### src/rtl/cordic_pkg.sv
// -----------------------------------------------------------------------------
// cordic_pkg
// Shared definitions for the CORDIC vectoring output path.
//   cordic_inf_t  : octant code {sign_x, sign_y, swap} from the pre-stage fold
//   ang_45/90/180 : angle constants for an arbitrary angle width
//   ANG_45/90/180 : the same constants for the default 16-bit angle
//   NBINS         : number of orientation bins over a full turn
// -----------------------------------------------------------------------------
package cordic_pkg;

  typedef struct packed {
    logic sign_x;  // 1 = x was negative
    logic sign_y;  // 1 = y was negative
    logic swap;    // 1 = |y| > |x|, angle was mirrored about 45 degrees
  } cordic_inf_t;

  localparam int CORDIC_AW = 16;
  localparam int NBINS     = 36;

  // Full turn is 2^aw counts.
  function automatic int unsigned ang_45(input int aw);
    return 32'd1 << (aw - 3);
  endfunction

  function automatic int unsigned ang_90(input int aw);
    return 32'd1 << (aw - 2);
  endfunction

  function automatic int unsigned ang_180(input int aw);
    return 32'd1 << (aw - 1);
  endfunction

  localparam int unsigned ANG_45  = 32'd1 << (CORDIC_AW - 3);
  localparam int unsigned ANG_90  = 32'd1 << (CORDIC_AW - 2);
  localparam int unsigned ANG_180 = 32'd1 << (CORDIC_AW - 1);

endpackage

### src/rtl/cordic_inf_fifo.sv
// -----------------------------------------------------------------------------
// cordic_inf_fifo
// Synchronous FIFO carrying octant codes from the pre-stage to the output
// stage. Wrapping read/write pointers plus an occupancy count.
//   clk, rst   : clock, synchronous active-high reset
//   push       : write push_data (dropped when full and not popping)
//   push_data  : octant code to store
//   pop        : consume the head entry
//   pop_data   : head entry, or 000 when empty
//   full       : count == DEPTH
//   ovf_pulse  : push while full without a pop (single-cycle)
//   udf_pulse  : pop while empty (single-cycle)
// -----------------------------------------------------------------------------
module cordic_inf_fifo
  import cordic_pkg::*;
#(
  parameter int DEPTH = 16
) (
  input  logic        clk,
  input  logic        rst,
  input  logic        push,
  input  cordic_inf_t push_data,
  input  logic        pop,
  output cordic_inf_t pop_data,
  output logic        full,
  output logic        ovf_pulse,
  output logic        udf_pulse
);

  localparam int PW = $clog2(DEPTH);
  localparam logic [PW:0] DEPTH_C = (PW + 1)'(DEPTH);

  cordic_inf_t   mem_q [DEPTH];
  logic [PW-1:0] wr_ptr_q, wr_ptr_d;
  logic [PW-1:0] rd_ptr_q, rd_ptr_d;
  logic [PW:0]   count_q, count_d;
  logic          empty, wr_en, rd_en;

  always_comb begin
    empty     = (count_q == '0);
    full      = (count_q == DEPTH_C);
    // A pop frees the head slot in the same cycle, so a full FIFO can
    // still accept a write when it is also being read. An empty FIFO
    // never forwards a same-cycle push: that pop is an underflow.
    rd_en     = pop && !empty;
    wr_en     = push && (!full || pop);
    ovf_pulse = push && full && !pop;
    udf_pulse = pop && empty;
    pop_data  = empty ? cordic_inf_t'(3'b000) : mem_q[rd_ptr_q];
    wr_ptr_d  = wr_en ? wr_ptr_q + PW'(1) : wr_ptr_q;
    rd_ptr_d  = rd_en ? rd_ptr_q + PW'(1) : rd_ptr_q;
    count_d   = count_q + {{PW{1'b0}}, wr_en} - {{PW{1'b0}}, rd_en};
  end

  // Storage needs no reset: pointers and count define what is valid.
  always_ff @(posedge clk) begin
    if (wr_en) begin
      mem_q[wr_ptr_q] <= push_data;
    end
  end

  always_ff @(posedge clk) begin
    if (rst) begin
      wr_ptr_q <= '0;
      rd_ptr_q <= '0;
      count_q  <= '0;
    end else begin
      wr_ptr_q <= wr_ptr_d;
      rd_ptr_q <= rd_ptr_d;
      count_q  <= count_d;
    end
  end

endmodule

### src/rtl/cordic_post.sv
// -----------------------------------------------------------------------------
// cordic_post
// Pairs each pre-stage octant code with its CORDIC core result and unfolds
// the first-octant angle to a full-circle angle.
//   clk, rst   : clock, synchronous active-high reset
//   inf_valid  : push octant code inf = {sign_x, sign_y, swap}
//   in_valid   : core result valid; pops one octant code
//   in_ang     : first-octant angle (0 .. 2^(AW-3), larger values saturate)
//   in_mag     : core magnitude, passed through
//   out_valid  : full-circle result valid
//   out_ang    : angle modulo 2^AW
//   out_mag    : delayed in_mag
//   out_bin    : 36-bin orientation index (only with CORDIC_POST_BIN_EN)
//   fifo_full  : octant FIFO full
//   err_ovf    : sticky, push into full FIFO dropped
//   err_udf    : sticky, pop from empty FIFO (code 000 used)
// Optional feature macro: CORDIC_POST_BIN_EN adds a third stage computing
// out_bin and delays out_ang/out_mag by one cycle to stay aligned.
// Latency in_valid -> out_valid: 2 cycles, 3 with CORDIC_POST_BIN_EN.
// -----------------------------------------------------------------------------
module cordic_post
  import cordic_pkg::*;
#(
  parameter int AW    = 16,
  parameter int DW    = 16,
  parameter int DEPTH = 16
) (
  input  logic          clk,
  input  logic          rst,
  input  logic          inf_valid,
  input  logic [2:0]    inf,
  input  logic          in_valid,
  input  logic [AW-1:0] in_ang,
  input  logic [DW-1:0] in_mag,
  output logic          out_valid,
  output logic [AW-1:0] out_ang,
  output logic [DW-1:0] out_mag,
`ifdef CORDIC_POST_BIN_EN
  output logic [5:0]    out_bin,
`endif
  output logic          fifo_full,
  output logic          err_ovf,
  output logic          err_udf
);

  // All angle arithmetic is carried in AW+1 bits so 2^AW is representable.
  localparam logic [AW:0] A45  = (AW + 1)'(ang_45(AW));
  localparam logic [AW:0] A90  = (AW + 1)'(ang_90(AW));
  localparam logic [AW:0] A180 = (AW + 1)'(ang_180(AW));
  localparam logic [AW:0] A360 = {1'b1, {AW{1'b0}}};

  cordic_inf_t pop_code;
  logic        ovf_pulse, udf_pulse;

  cordic_inf_fifo #(
    .DEPTH(DEPTH)
  ) u_fifo (
    .clk       (clk),
    .rst       (rst),
    .push      (inf_valid),
    .push_data (cordic_inf_t'(inf)),
    .pop       (in_valid),
    .pop_data  (pop_code),
    .full      (fifo_full),
    .ovf_pulse (ovf_pulse),
    .udf_pulse (udf_pulse)
  );

  // Stage 1: saturate and undo the 45-degree mirror.
  logic          s1_valid_q, s1_valid_d;
  logic [AW:0]   s1_ang_q, s1_ang_d;
  logic          s1_sx_q, s1_sx_d;
  logic          s1_sy_q, s1_sy_d;
  logic [DW-1:0] s1_mag_q, s1_mag_d;
  // Stage 2: quadrant map.
  logic          s2_valid_q, s2_valid_d;
  logic [AW-1:0] s2_ang_q, s2_ang_d;
  logic [DW-1:0] s2_mag_q, s2_mag_d;
  // Sticky error flags.
  logic          err_ovf_q, err_ovf_d;
  logic          err_udf_q, err_udf_d;

  logic [AW:0]   a_sat, a_fold, a_quad;

`ifdef CORDIC_POST_BIN_EN
  logic          s3_valid_q, s3_valid_d;
  logic [AW-1:0] s3_ang_q, s3_ang_d;
  logic [DW-1:0] s3_mag_q, s3_mag_d;
  logic [5:0]    s3_bin_q, s3_bin_d;
  logic [AW+5:0] bin_prod;
`endif

  always_comb begin
    // Stage 1
    a_sat      = ({1'b0, in_ang} > A45) ? A45 : {1'b0, in_ang};
    a_fold     = pop_code.swap ? (A90 - a_sat) : a_sat;
    s1_valid_d = in_valid;
    s1_ang_d   = in_valid ? a_fold          : s1_ang_q;
    s1_sx_d    = in_valid ? pop_code.sign_x : s1_sx_q;
    s1_sy_d    = in_valid ? pop_code.sign_y : s1_sy_q;
    s1_mag_d   = in_valid ? in_mag          : s1_mag_q;

    // Stage 2: reflect into the quadrant given by the signs. The 4th
    // quadrant wraps 2^AW - 0 to 0 through truncation.
    unique case ({s1_sx_q, s1_sy_q})
      2'b00:   a_quad = s1_ang_q;
      2'b10:   a_quad = A180 - s1_ang_q;
      2'b11:   a_quad = A180 + s1_ang_q;
      default: a_quad = A360 - s1_ang_q;
    endcase
    s2_valid_d = s1_valid_q;
    s2_ang_d   = s1_valid_q ? a_quad[AW-1:0] : s2_ang_q;
    s2_mag_d   = s1_valid_q ? s1_mag_q       : s2_mag_q;

    err_ovf_d  = err_ovf_q | ovf_pulse;
    err_udf_d  = err_udf_q | udf_pulse;

`ifdef CORDIC_POST_BIN_EN
    // angle * 36 as (a<<5)+(a<<2); the top 6 bits are the bin index.
    bin_prod   = ({6'b0, s2_ang_q} << 5) + ({6'b0, s2_ang_q} << 2);
    s3_valid_d = s2_valid_q;
    s3_ang_d   = s2_valid_q ? s2_ang_q            : s3_ang_q;
    s3_mag_d   = s2_valid_q ? s2_mag_q            : s3_mag_q;
    s3_bin_d   = s2_valid_q ? bin_prod[AW+5:AW]   : s3_bin_q;
`endif
  end

  always_ff @(posedge clk) begin
    if (rst) begin
      s1_valid_q <= 1'b0;
      s1_ang_q   <= '0;
      s1_sx_q    <= 1'b0;
      s1_sy_q    <= 1'b0;
      s1_mag_q   <= '0;
      s2_valid_q <= 1'b0;
      s2_ang_q   <= '0;
      s2_mag_q   <= '0;
      err_ovf_q  <= 1'b0;
      err_udf_q  <= 1'b0;
`ifdef CORDIC_POST_BIN_EN
      s3_valid_q <= 1'b0;
      s3_ang_q   <= '0;
      s3_mag_q   <= '0;
      s3_bin_q   <= '0;
`endif
    end else begin
      s1_valid_q <= s1_valid_d;
      s1_ang_q   <= s1_ang_d;
      s1_sx_q    <= s1_sx_d;
      s1_sy_q    <= s1_sy_d;
      s1_mag_q   <= s1_mag_d;
      s2_valid_q <= s2_valid_d;
      s2_ang_q   <= s2_ang_d;
      s2_mag_q   <= s2_mag_d;
      err_ovf_q  <= err_ovf_d;
      err_udf_q  <= err_udf_d;
`ifdef CORDIC_POST_BIN_EN
      s3_valid_q <= s3_valid_d;
      s3_ang_q   <= s3_ang_d;
      s3_mag_q   <= s3_mag_d;
      s3_bin_q   <= s3_bin_d;
`endif
    end
  end

`ifdef CORDIC_POST_BIN_EN
  assign out_valid = s3_valid_q;
  assign out_ang   = s3_ang_q;
  assign out_mag   = s3_mag_q;
  assign out_bin   = s3_bin_q;
`else
  assign out_valid = s2_valid_q;
  assign out_ang   = s2_ang_q;
  assign out_mag   = s2_mag_q;
`endif

  assign err_ovf = err_ovf_q;
  assign err_udf = err_udf_q;

endmodule

### config.mk
export PLATFORM = sky130hd
export DESIGN_NAME = cordic_post
export DESIGN_NICKNAME = d
export VERILOG_FILES = /design/src/rtl/cordic_pkg.sv /design/src/rtl/cordic_inf_fifo.sv /design/src/rtl/cordic_post.sv
export SDC_FILE = /design/constraint.sdc
export NUM_CORES = 1
export LEC_CHECK = 0
export BUFFER_PORTS_ARGS = -buffer_cell sky130_fd_sc_hd__buf_4
export CORE_MARGIN = 2
export CORE_UTILIZATION = 62
export DETAILED_ROUTE_END_ITERATION = 8
export PLACE_DENSITY = 0.84
export SLEW_MARGIN = 0
export SYNTH_ARGS = -nofsm -noshare
export SYNTH_HDL_FRONTEND = slang
export SYNTH_HIERARCHICAL = 1
export SYNTH_SLANG_ARGS = --single-unit
### constraint.sdc
create_clock -name clk -period 7 [get_ports clk]
set_input_delay 1.4 -clock clk [delete_from_list [all_inputs] [get_ports clk]]
set_output_delay 1.4 -clock clk [all_outputs]
set_load 0.1 [all_outputs]
==> results of run 1 <==
worst max-delay path, delay by kind of cell:
kind | cells | cell delay (ns)
adders and majority gates | 3 | 0.89
AOI/OAI and AO/OA | 3 | 0.68
buffers and inverters | 3 | 0.61
and+or+nand+nor | 2 | 0.41
flip-flops by register name (all words and copies together) (netlist names), 4 cells and up, named ones only:
register and cells:
u_fifo/wr_ptr_q 4, out_mag 16, out_ang 16, u_fifo/mem_q 48
s1_mag_q 16, u_fifo/count_q 5, u_fifo/rd_ptr_q 4, s1_ang_q 16
placed cells by master (no fill, tap or decap), drive strengths merged, types with 2 or more instances in the layout:
master,netlist,routed
a21boi,3,3
a21o,3,3
a21oi,18,18
a22o,11,11
a311oi,4,4
a31oi,2,2
and2,3,3
and3,2,2
buf,11,76
clkbuf,19,17
clkinv,0,6
dfxtp,87,87
edfxtp,48,48
ha,16,16
inv,16,24
mux2,4,4
mux2i,38,38
mux4,12,12
nand2,24,24
nand2b,9,9
nand3,12,12
nor2,81,81
nor2b,9,9
nor3,10,10
nor3b,2,2
nor4,3,3
o211ai,3,3
o21a,2,2
o21ai,23,23
o31a,2,2
o31ai,7,7
o32ai,2,2
o41ai,4,4
or2,3,3
or3,4,4
or4,5,5
or4b,2,2
xnor2,16,16
xor2,12,12
logic make-up (layout without fill, tap and decap cells):
kind of cell / Yosys count / count (layout) / share of synthesized area
adders and majority gates: 17 / 17 / 0.03654
and+or+nand+nor: 172 / 172 / 0.1360
DFF: 135 / 135 / 0.5281
AOI/OAI and AO/OA: 89 / 89 / 0.1021
xor gates and xnor gates: 28 / 28 / 0.04069
buffers and inverters: 46 / 124 / 0.03488
muxes: 54 / 54 / 0.1217
area by class of cell:
cell class	count	area, sq um
Sequential cell	135	3183
Clock inverter	15	137.6
Multi-Input combinational cell	360	2634
Inverter	16	60.06
Tap cell	129	161.4
Timing Repair Buffer	76	570.5
Fill cell	633	2167
Clock buffer	17	414.1
stage by stage:
| stage | area [sq um] | total power, mW | util | hold WS [ns] | setup slack (ns) |
|---|---|---|---|---|---|
| 4_1_cts | 7161 | 2.361 | 0.7677 | 0.4614 | 3.438 |
| 2_1_floorplan | 6027 | 1.414 | - | 0.4601 | 3.452 |
| 3_3_place_gp | 6609 | 1.513 | 0.7085 | 0.4391 | 3.016 |
| 3_5_place_dp | 6609 | 1.541 | 0.7085 | 0.4468 | 2.903 |
| 6_report | 7161 | 2.353 | 0.7677 | 0.4622 | 3.424 |
| 5_1_grt | 7161 | 2.459 | 0.7677 | 0.4775 | 3.296 |
power groups by stage:
| stage | registers (mW) | logic, mW | clock network [mW] |
|---|---|---|---|
| 2_1_floorplan | 1.01 | 0.408 | 0 |
| 3_3_place_gp | 0.937 | 0.576 | 0 |
| 3_5_place_dp | 0.942 | 0.600 | 0 |
| 4_1_cts | 0.926 | 0.605 | 0.830 |
| 5_1_grt | 0.934 | 0.663 | 0.862 |
| 6_report | 0.926 | 0.608 | 0.819 |
worst max-delay path by stage:
stage | start | slack [ns] | end
5_1_grt | in_valid | 3.30 | u_fifo/count_q[4]$_SDFF_PP0_
2_1_floorplan | in_valid | 3.45 | u_fifo/count_q[4]$_SDFF_PP0_
6_report | in_valid | 3.42 | u_fifo/count_q[4]$_SDFF_PP0_
4_1_cts | in_valid | 3.44 | u_fifo/count_q[4]$_SDFF_PP0_
3_3_place_gp | in_valid | 3.02 | u_fifo/count_q[4]$_SDFF_PP0_
3_5_place_dp | in_valid | 2.90 | u_fifo/count_q[4]$_SDFF_PP0_
layer usage:
| metal | vias up | track usage | wire length (um) |
|---|---|---|---|
| met2 | 119 | 0.4389 | 6523 |
| met3 | 15 | 0.05763 | 531 |
| li1 | 2089 | - | - |
| met1 | 2062 | 0.3099 | 5251 |
| met5 | - | 0 | 0 |
| met4 | 0 | 0.06564 | 110 |
==> flow_metrics.tcl, run 1 <==
set metrics [dict create \
    outcome "complete, no violations" \
    first_global_vias 4137 \
    hold_path_depth 1 \
    pin_count_of_the_biggest_net_entering_global_routing 73 \
    intPower_mw 1.562 \
    period_minus_slack_ns 3.576 \
    critical_path_required_ns 7.44 \
    route.detailed.vias_per_inst 5.729 \
    global_route_wire_length_before_repair_um 20110 \
    timing.rr.start "u_fifo/count_q[3]$_SDFF_PP0_" \
    grt_antenna_before_repair 0 \
    combPwrFrac 0.258 \
    first_pass_iters 5 \
    achievable-frequency_ghz 0.2797 \
    postCtsHoldBufs 0 \
    startpoint_type "input pin" \
    power_switching_mw 0.7910 \
    synth.lib_cells_used.distinct 55 \
    critical_path.reg2reg.endpoint "u_fifo/count_q[4]$_SDFF_PP0_" \
    synth_ff_type "sky130_fd_sc_hd__dfxtp_1" \
    finClkSkew_ns 0.009608 \
    worstSetupPathType "in2reg" \
    tritoncts "done" \
    synthTopCellsByArea "sky130_fd_sc_hd__dfxtp_1, sky130_fd_sc_hd__edfxtp_1, sky130_fd_sc_hd__mux2i_1" \
    synth_nets 597 \
    synth_enable_flop_cells 48 \
    synth.cell_area_sq_um 6027 \
    timing.critical_path.arrival_ns 4.02 \
    finalNonFillerCells 748 \
    seqPwrFrac 0.394 \
    post_cts.repair.setup_buffers 0 \
    cts-buffers-inserted 17 \
    rsz_0062_raised_after_global_routing "false" \
    cts-root-to-sink-buffers 2 \
    initial_core_util 0.6461 \
    worst_setup_path_end_kind "flip-flop" \
    drv_slew 0 \
    placeableCoreArea_sq_um 9328 \
    syn_to_final_growth_pct 18.81 \
    timing.final.hold_violations 0 \
    post_drt_wl_per_cell_um 16.60 \
    sw_frac_of_total 0.3362 \
    remaining_drc_errors 0 \
    slew_headroom 0.2503 \
    detailed_place_hpwl_um 8319 \
    htree_levels 4 \
    worstMarginPinSlew_ns 1.116 \
    global_route.usage.total 0.2491 \
    placed_cells 716 \
    post_cts_resized 0 \
    timing.setup.tns_ns 0 \
    die_area_sq_um 10530 \
    root_buffer "sky130_fd_sc_hd__clkbuf_8" \
    clock_latency_reported_for_the_late_side_of_the_worst_skew_pair_ns 0.52 \
    detailroute.via_count 4285 \
    power_density_nw_per_um2 328.6 \
    wirelength_um 12420 \
    finish.net_count 662 \
    cp_cell_sequence "buf_4 > o21a_1 > inv_1 > ha_1 > inv_1 > ha_1 > fa_1 > a21oi_1 > nor2_1 > or3_1 > a21oi_1" \
    maxCapViolCount 0 \
    power_leakage_nw 2.832 \
    synth.yosys.seq_area_share 0.5281 \
    final_layout_size_suffix_gt1_frac 0.1955 \
    whs_endpoint "out_ang[15]$_SDFFE_PP0P_" \
    num_antenna_cells 0 \
    post_synth_most_frequent_cells "sky130_fd_sc_hd__dfxtp_1, sky130_fd_sc_hd__nor2_1, sky130_fd_sc_hd__edfxtp_1" \
    yosys.area.top_type "sky130_fd_sc_hd__dfxtp_1" \
    floorplan.die.height_um 102.6 \
    synthMostInstantiatedCell "sky130_fd_sc_hd__dfxtp_1" \
    setup-violations-final 0 \
    synth_area_per_cell_sq_um 11.14 \
    total_number_of_clock_tree_sinks 135 \
    setup.reg_to_reg.worst_slack_ns 3.84 \
    timing.critical_path.fanout_max 51 \
    hp-start "out_ang[15]$_SDFFE_PP0P_" \
    synthCells 541 \
    num_io_pins 75 \
    drt.antenna.violating_nets 0 \
    final.period_utilization 0.5108 \
    cp_slowest_cell "sky130_fd_sc_hd__buf_4" \
    post-synth-top-area-fraction 0.2890 \
    pwr-share-clk 0.348 \
    synth_async_sr_flop_share 0 \
    timing.critical_path.slowest_cell_delay_ns 0.46 \
    number_of_standard_cell_rows_in_the_floorplan 35 \
    grt.overflow.total 0 \
    die-width_um 102.6 \
    timing.hold.worst.class "reg2reg" \
    place_congestion 0.9214 \
    path_clk_slew_ns 0.06 \
    dr.first_iter.drc_count 253 \
    power.ir.vdd_worst_uv 259.9 \
    place.port_buffers 74 \
    yosysWarnings 6 \
    ys_ff_latch 135 \
    rr_worst_depth 13 \
]
(Power assumes the default switching activity.)
==> run 2: changes to the inputs <==
ABC_AREA = 1   (was unset)
CORE_UTILIZATION = 52   (was 62)
PLACE_DENSITY = 0.75   (was 0.84)
clock period = 3.1 ns   (was 7 ns; I/O delays follow)
==> run 2 against run 1 <==
Compared with the run above: critical path depth grew 2; area after synthesis grew 1.6%; non-clock buffer count grew 5; power grew 140%; design area grew 2.3%; combinational power grew to 2.6 times the previous value; critical path type is now reg2reg; setup slack lost 2.9 ns; clock skew shrank 0.0038 ns; register-to-register slack lost 3.3 ns.
==> flow_metrics.tcl, run 2 <==
set metrics [dict create \
    outcome "complete, no violations" \
    die_area_sq_um 12670 \
    power.ir.vdd_worst_uv 506.1 \
    grt_antenna_before_repair 0 \
    timing.critical_path.arrival_ns 2.86 \
    slew_headroom 0.5062 \
    placed_cells 936 \
    detailroute.via_count 5133 \
    initial_core_util 0.5342 \
    yosys.area.top_type "sky130_fd_sc_hd__dfxtp_1" \
    placeableCoreArea_sq_um 11470 \
    finish.net_count 868 \
    grt.overflow.total 0 \
    worstSetupPathType "reg2reg" \
    xor_xnor_fraction_of_synth_area 0.02859 \
    worstMarginPinSlew_ns 0.7397 \
    worst_setup_path_end_kind "flip-flop" \
    critical_path_required_ns 3.40 \
    rsz_0062_raised_after_global_routing "false" \
    synth_async_sr_flop_share 0 \
    timing.hold.worst.class "in2reg" \
    synthCells 744 \
    place_congestion 0.9043 \
    cts-buffers-inserted 17 \
    die-width_um 112.5 \
    postCtsHoldBufs 0 \
    remaining_drc_errors 0 \
    yosysWarnings 6 \
    finalNonFillerCells 968 \
    period_minus_slack_ns 2.561 \
    clock_latency_reported_for_the_late_side_of_the_worst_skew_pair_ns 0.42 \
    ys_ff_latch 135 \
    power_leakage_nw 3.140 \
    synth-simple-area-share 0.2486 \
    num_io_pins 75 \
    cts-root-to-sink-buffers 2 \
    hold_path_depth 3 \
    post_cts.repair.setup_buffers 0 \
    final_common_cell "sky130_fd_sc_hd__nand2_1" \
    synthMostInstantiatedCell "sky130_fd_sc_hd__nand2_1" \
    post_synth_most_frequent_cells "sky130_fd_sc_hd__nand2_1, sky130_fd_sc_hd__nor2_1, sky130_fd_sc_hd__dfxtp_1" \
    post_drt_wl_per_cell_um 14.56 \
    htree_levels 4 \
    post_cts_resized 0 \
    drv_slew 0 \
    route.detailed.vias_per_inst 5.303 \
    synth_compound_gate_area_share 0.1029 \
    timing.critical_path.fanout_max 7 \
    timing.final.hold_violations 0 \
    first_global_vias 4973 \
    combinational_family_with_the_most_area_after_synthesis "simple AND/OR/NAND/NOR gates" \
    place.port_buffers 74 \
    synth_ff_type "sky130_fd_sc_hd__dfxtp_1" \
    global_route.usage.total 0.2255 \
    synth_nets 800 \
    post-synth-top-area-fraction 0.2843 \
    synth.lib_cells_used.distinct 36 \
    layout.cells.most_common_list "sky130_fd_sc_hd__nand2_1, sky130_fd_sc_hd__nor2_1, sky130_fd_sc_hd__dfxtp_1" \
    maxCapViolCount 0 \
    wirelength_um 14100 \
    largest_register_ffs 48 \
    power_density_nw_per_um2 774.1 \
    yosys-mux-area-fraction 0 \
    num_antenna_cells 0 \
    synth_enable_flop_cells 48 \
    path_clk_slew_ns 0.06 \
    top_register "u_fifo/mem_q" \
    synthTopCellsByArea "sky130_fd_sc_hd__dfxtp_1, sky130_fd_sc_hd__edfxtp_1, sky130_fd_sc_hd__nand2_1" \
    synth.yosys.seq_area_share 0.5196 \
    setup-violations-final 0 \
    first_pass_iters 5 \
    total_number_of_clock_tree_sinks 135 \
    synth_area_per_cell_sq_um 8.234 \
    final_layout_size_suffix_gt1_frac 0.1661 \
    global_route_wire_length_before_repair_um 22990 \
    drt.antenna.violating_nets 0 \
    floorplan.die.height_um 112.5 \
    number_of_standard_cell_rows_in_the_floorplan 39 \
    timing.setup.tns_ns 0 \
    root_buffer "sky130_fd_sc_hd__clkbuf_16" \
    detailed_place_hpwl_um 9649 \
    startpoint_type "flip-flop" \
    rr_worst_depth 13 \
    synth.cell_area_sq_um 6126 \
    syn_to_final_growth_pct 19.57 \
    pin_count_of_the_biggest_net_entering_global_routing 48 \
    tritoncts "done" \
    achievable-frequency_ghz 0.3905 \
    dr.first_iter.drc_count 362 \
    final.period_utilization 0.8261 \
    post_synth_fa_ha_maj_area_fraction 0.03595 \
    finClkSkew_ns 0.005796 \
]
==> run 2: final timing paths <==
check,endpoint,from,slack (ns)
setup / recovery,u_fifo/count_q[4]$_SDFF_PP0_,u_fifo/count_q[2]$_SDFF_PP0_,0.54
hold / removal,s1_mag_q[6]$_SDFFE_PP0P_,in_mag[6],0.43
setup reg to reg,u_fifo/count_q[4]$_SDFF_PP0_,u_fifo/count_q[2]$_SDFF_PP0_,0.54
hold reg to reg,out_ang[10]$_SDFFE_PP0P_,out_ang[10]$_SDFFE_PP0P_,0.47
==> run 2: per-stage QoR <==
step	setup WS, ns	total power, mW	cell area, sq um	hold slack (ns)	utilization
floorplan	0.07224	3.337	6128	0.4495	-
global placement	0.6657	3.621	6736	0.4528	0.5875
detailed placement	0.5527	3.690	6736	0.4601	0.5875
CTS	0.5344	5.693	7325	0.4168	0.6387
global route	0.3059	5.956	7325	0.4243	0.6387
finish	0.5390	5.670	7325	0.4281	0.6387
==> run 2: final cells by class <==
| type | count | area, sq um |
|---|---|---|
| Fill cell | 967 | 4143 |
| Sequential cell | 135 | 3183 |
| Multi-Input combinational cell | 521 | 2551 |
| Timing Repair Buffer | 81 | 608.1 |
| Clock buffer | 18 | 429.2 |
| Inverter | 56 | 215.2 |
| Tap cell | 143 | 178.9 |
| Clock inverter | 14 | 158.9 |
==> run 2: worst max-delay path: stages, from the launching register on <==
cell                       delay [ns]
sky130_fd_sc_hd__dfxtp_1         0.31
sky130_fd_sc_hd__inv_1           0.09
sky130_fd_sc_hd__ha_1            0.17
sky130_fd_sc_hd__nand4_1         0.17
sky130_fd_sc_hd__nand2_1         0.16
sky130_fd_sc_hd__inv_1           0.14
sky130_fd_sc_hd__ha_1            0.30
sky130_fd_sc_hd__inv_1           0.04
sky130_fd_sc_hd__ha_1            0.21
sky130_fd_sc_hd__fa_1            0.41
sky130_fd_sc_hd__a21oi_1         0.16
sky130_fd_sc_hd__o21bai_1        0.09
sky130_fd_sc_hd__o21ai_0         0.15
sky130_fd_sc_hd__a21oi_1         0.05
==> run 2: kinds of logic (layout without fill, tap and decap cells) <==
kind of cell | after synthesis | count (layout)
buffers and inverters | 88 | 169
AO/OA/AOI/OAI | 121 | 121
flip-flops | 135 | 135
adder cells (fa/ha/maj) | 17 | 17
AND/OR/NAND/NOR | 363 | 363
XOR/XNOR | 20 | 20
==> run 2: per-layer routing <==
layer,wire (um),global-route usage,part of all wire
met4,235,0.07398,0.017
met2,6984,0.3844,0.50
met1,6062,0.2812,0.43
met5,0,0,0
met3,812,0.05616,0.058
==> run 2: report_power, final <==
part,total [mW],switching [mW],internal (mW)
Combinational,1.57,1.09,0.485
Sequential,2.10,0.117,1.98
Clock,2.00,0.748,1.25
==> run 3: changes to the inputs <==
ABC_AREA = 0   (was 1)
CORE_UTILIZATION = 58   (was 52)
PLACE_DENSITY = 0.8   (was 0.75)
clock period = 2.6 ns   (was 3.1 ns; I/O delays follow)
==> run 3 against run 2 <==
Compared with the run above: the run now ends with setup timing left; setup slack lost 0.63 ns; sequential power is 18% higher; largest power group unchanged; largest cell class unchanged; critical endpoint unchanged; sequential share of layout area down 0.53 points; maximum frequency decreased by 4.8%; via count is 15% lower; worst hold slack lost 0.18 ns; final cell count is 20% lower.
==> flow_metrics.tcl, run 3 (same netlist as run 1, synthesis figures left out) <==
set metrics [dict create \
    maxCapViolCount 0 \
    total_number_of_clock_tree_sinks 135 \
    worst_slack_ns -0.09059 \
    setup-violations-final 1 \
    cts-buffers-inserted 17 \
    detailroute.via_count 4360 \
    pin_count_of_the_biggest_net_entering_global_routing 48 \
    layout.cell_area.non_filler_sq_um 7421 \
    final_layout_size_suffix_gt1_frac 0.2465 \
    drv_slew 0 \
    initial_core_util 0.5918 \
    postCtsHoldBufs 0 \
    cts-root-to-sink-buffers 2 \
    num_antenna_cells 0 \
    layout.cells.most_common_list "sky130_fd_sc_hd__buf_4, sky130_fd_sc_hd__dfxtp_1, sky130_fd_sc_hd__nor2_1" \
    post_drt_wl_per_cell_um 16.82 \
    worst_setup_path_end_kind "flip-flop" \
    rsz_0062_raised_after_global_routing "true" \
    place.port_buffers 74 \
    dr.first_iter.drc_count 195 \
    route.detailed.vias_per_inst 5.611 \
    remaining_drc_errors 0 \
    placeableCoreArea_sq_um 10180 \
    clock_latency_reported_for_the_late_side_of_the_worst_skew_pair_ns 0.51 \
    largest_register_ffs 48 \
    postPlaceCellArea_sq_um 6782 \
    period_minus_slack_ns 2.691 \
    finalNonFillerCells 777 \
    die_area_sq_um 11220 \
    first_pass_iters 4 \
    power.ir.vdd_worst_uv 729.3 \
    top_register "u_fifo/mem_q" \
    die-width_um 105.9 \
    placed_cells 743 \
    timing.critical_path.fanout_max 2 \
    timing.critical_path.arrival_ns 3.12 \
    global_route.usage.total 0.2431 \
    path_clk_slew_ns 0.06 \
    worstSetupPathType "reg2reg" \
    slew_headroom 0.5578 \
    grt_antenna_before_repair 0 \
    worstMarginPinSlew_ns 0.6608 \
    startpoint_type "flip-flop" \
    num_io_pins 75 \
    power_density_nw_per_um2 903.7 \
    final.hold.worst_slack_ns 0.2512 \
    violations "setup timing" \
    global_route_wire_length_before_repair_um 21660 \
    timing.setup.tns_ns -0.09059 \
    tritoncts "done" \
    syn_to_final_growth_pct 23.13 \
    detailed_place_hpwl_um 8871 \
    finish.net_count 684 \
    final.period_utilization 1.035 \
    floorplan.die.height_um 105.9 \
    final_common_cell "sky130_fd_sc_hd__buf_4" \
    outcome "finished with violations" \
    place_congestion 0.9072 \
    first_global_vias 4521 \
    htree_levels 4 \
    critical_path_required_ns 3.03 \
    finClkSkew_ns 0.01093 \
    number_of_standard_cell_rows_in_the_floorplan 37 \
    timing.final.hold_violations 0 \
    totalPowerFinal_mw 6.706 \
    grt.overflow.total 0 \
    drt.antenna.violating_nets 0 \
    achievable-frequency_ghz 0.3717 \
    wirelength_um 13070 \
    power_leakage_nw 2.951 \
    timing.hold.worst.class "in2reg" \
    root_buffer "sky130_fd_sc_hd__clkbuf_8" \
]
-- run 3: what timing repair did --
| action | in CTS | in global routing |
|---|---|---|
| endpoints found under the setup margin | 5 | 2 |
| pin swaps | 5 | 4 |
| gates resized for setup | 11 | 2 |
| buffers inserted | 2 | 0 |
| endpoints found under the hold margin | 0 | 0 |
| cloned | 0 | 0 |
-- run 3: path summary, 6_finish.rpt --
check | from | to | slack (ns) | cells past startpoint
setup / recovery | u_fifo/count_q[3]$_SDFF_PP0_ | u_fifo/count_q[4]$_SDFF_PP0_ | -0.09 | 13
hold reg to reg | err_udf$_SDFF_PP0_ | err_udf$_SDFF_PP0_ | 0.47 | 2
setup reg to reg | u_fifo/count_q[3]$_SDFF_PP0_ | u_fifo/count_q[4]$_SDFF_PP0_ | -0.09 | 13
hold / removal | in_mag[9] | s1_mag_q[9]$_SDFFE_PP0P_ | 0.25 | 3
-- run 3: metrics by stage --
stage                       util  worst slack (ns)
after floorplan                -           -0.1245
after global placement    0.6658          -0.07551
after detailed placement  0.6658           -0.1386
after CTS                 0.7279          -0.03611
after global routing      0.7286           -0.1714
final                     0.7286          -0.09059
-- run 3: per-layer routing --
metal / GRT usage / up-vias / share of wire
met5: 0 / - / 0
li1: - / 2129 / -
met2: 0.4387 / 108 / 0.52
met4: 0.08553 / 0 / 0.014
met1: 0.2895 / 2103 / 0.42
met3: 0.04721 / 20 / 0.040
-- run 3: final cells by class --
cell class                      instances  area (sq um)
Sequential cell                       135          3186
Fill cell                             720          2764
Multi-Input combinational cell        360          2695
Timing Repair Buffer                   98         735.7
Tap cell                              136         170.2
Clock buffer                           19         444.2
Clock inverter                         13         130.1
Inverter                               16         60.06
-- run 3: worst max-delay path: stages (launching register included) --
cell                      delay (ns)
sky130_fd_sc_hd__dfxtp_2        0.32
sky130_fd_sc_hd__inv_2          0.07
sky130_fd_sc_hd__ha_4           0.13
sky130_fd_sc_hd__or4b_4         0.47
sky130_fd_sc_hd__nand2_2        0.10
sky130_fd_sc_hd__inv_2          0.04
sky130_fd_sc_hd__ha_4           0.25
sky130_fd_sc_hd__inv_2          0.04
sky130_fd_sc_hd__ha_4           0.16
sky130_fd_sc_hd__fa_2           0.37
sky130_fd_sc_hd__a21oi_2        0.13
sky130_fd_sc_hd__nor2_1         0.06
sky130_fd_sc_hd__or3_1          0.34
sky130_fd_sc_hd__a21oi_1        0.14
-- run 3: power by group --
part           total (mW)  leakage [nW]  switching (mW)  internal [mW]
Sequential           2.47          1.14           0.125           2.34
Clock                2.30         0.282           0.944           1.36
Combinational        1.94          1.53            1.10          0.842
Total                6.71          2.95            2.17           4.54
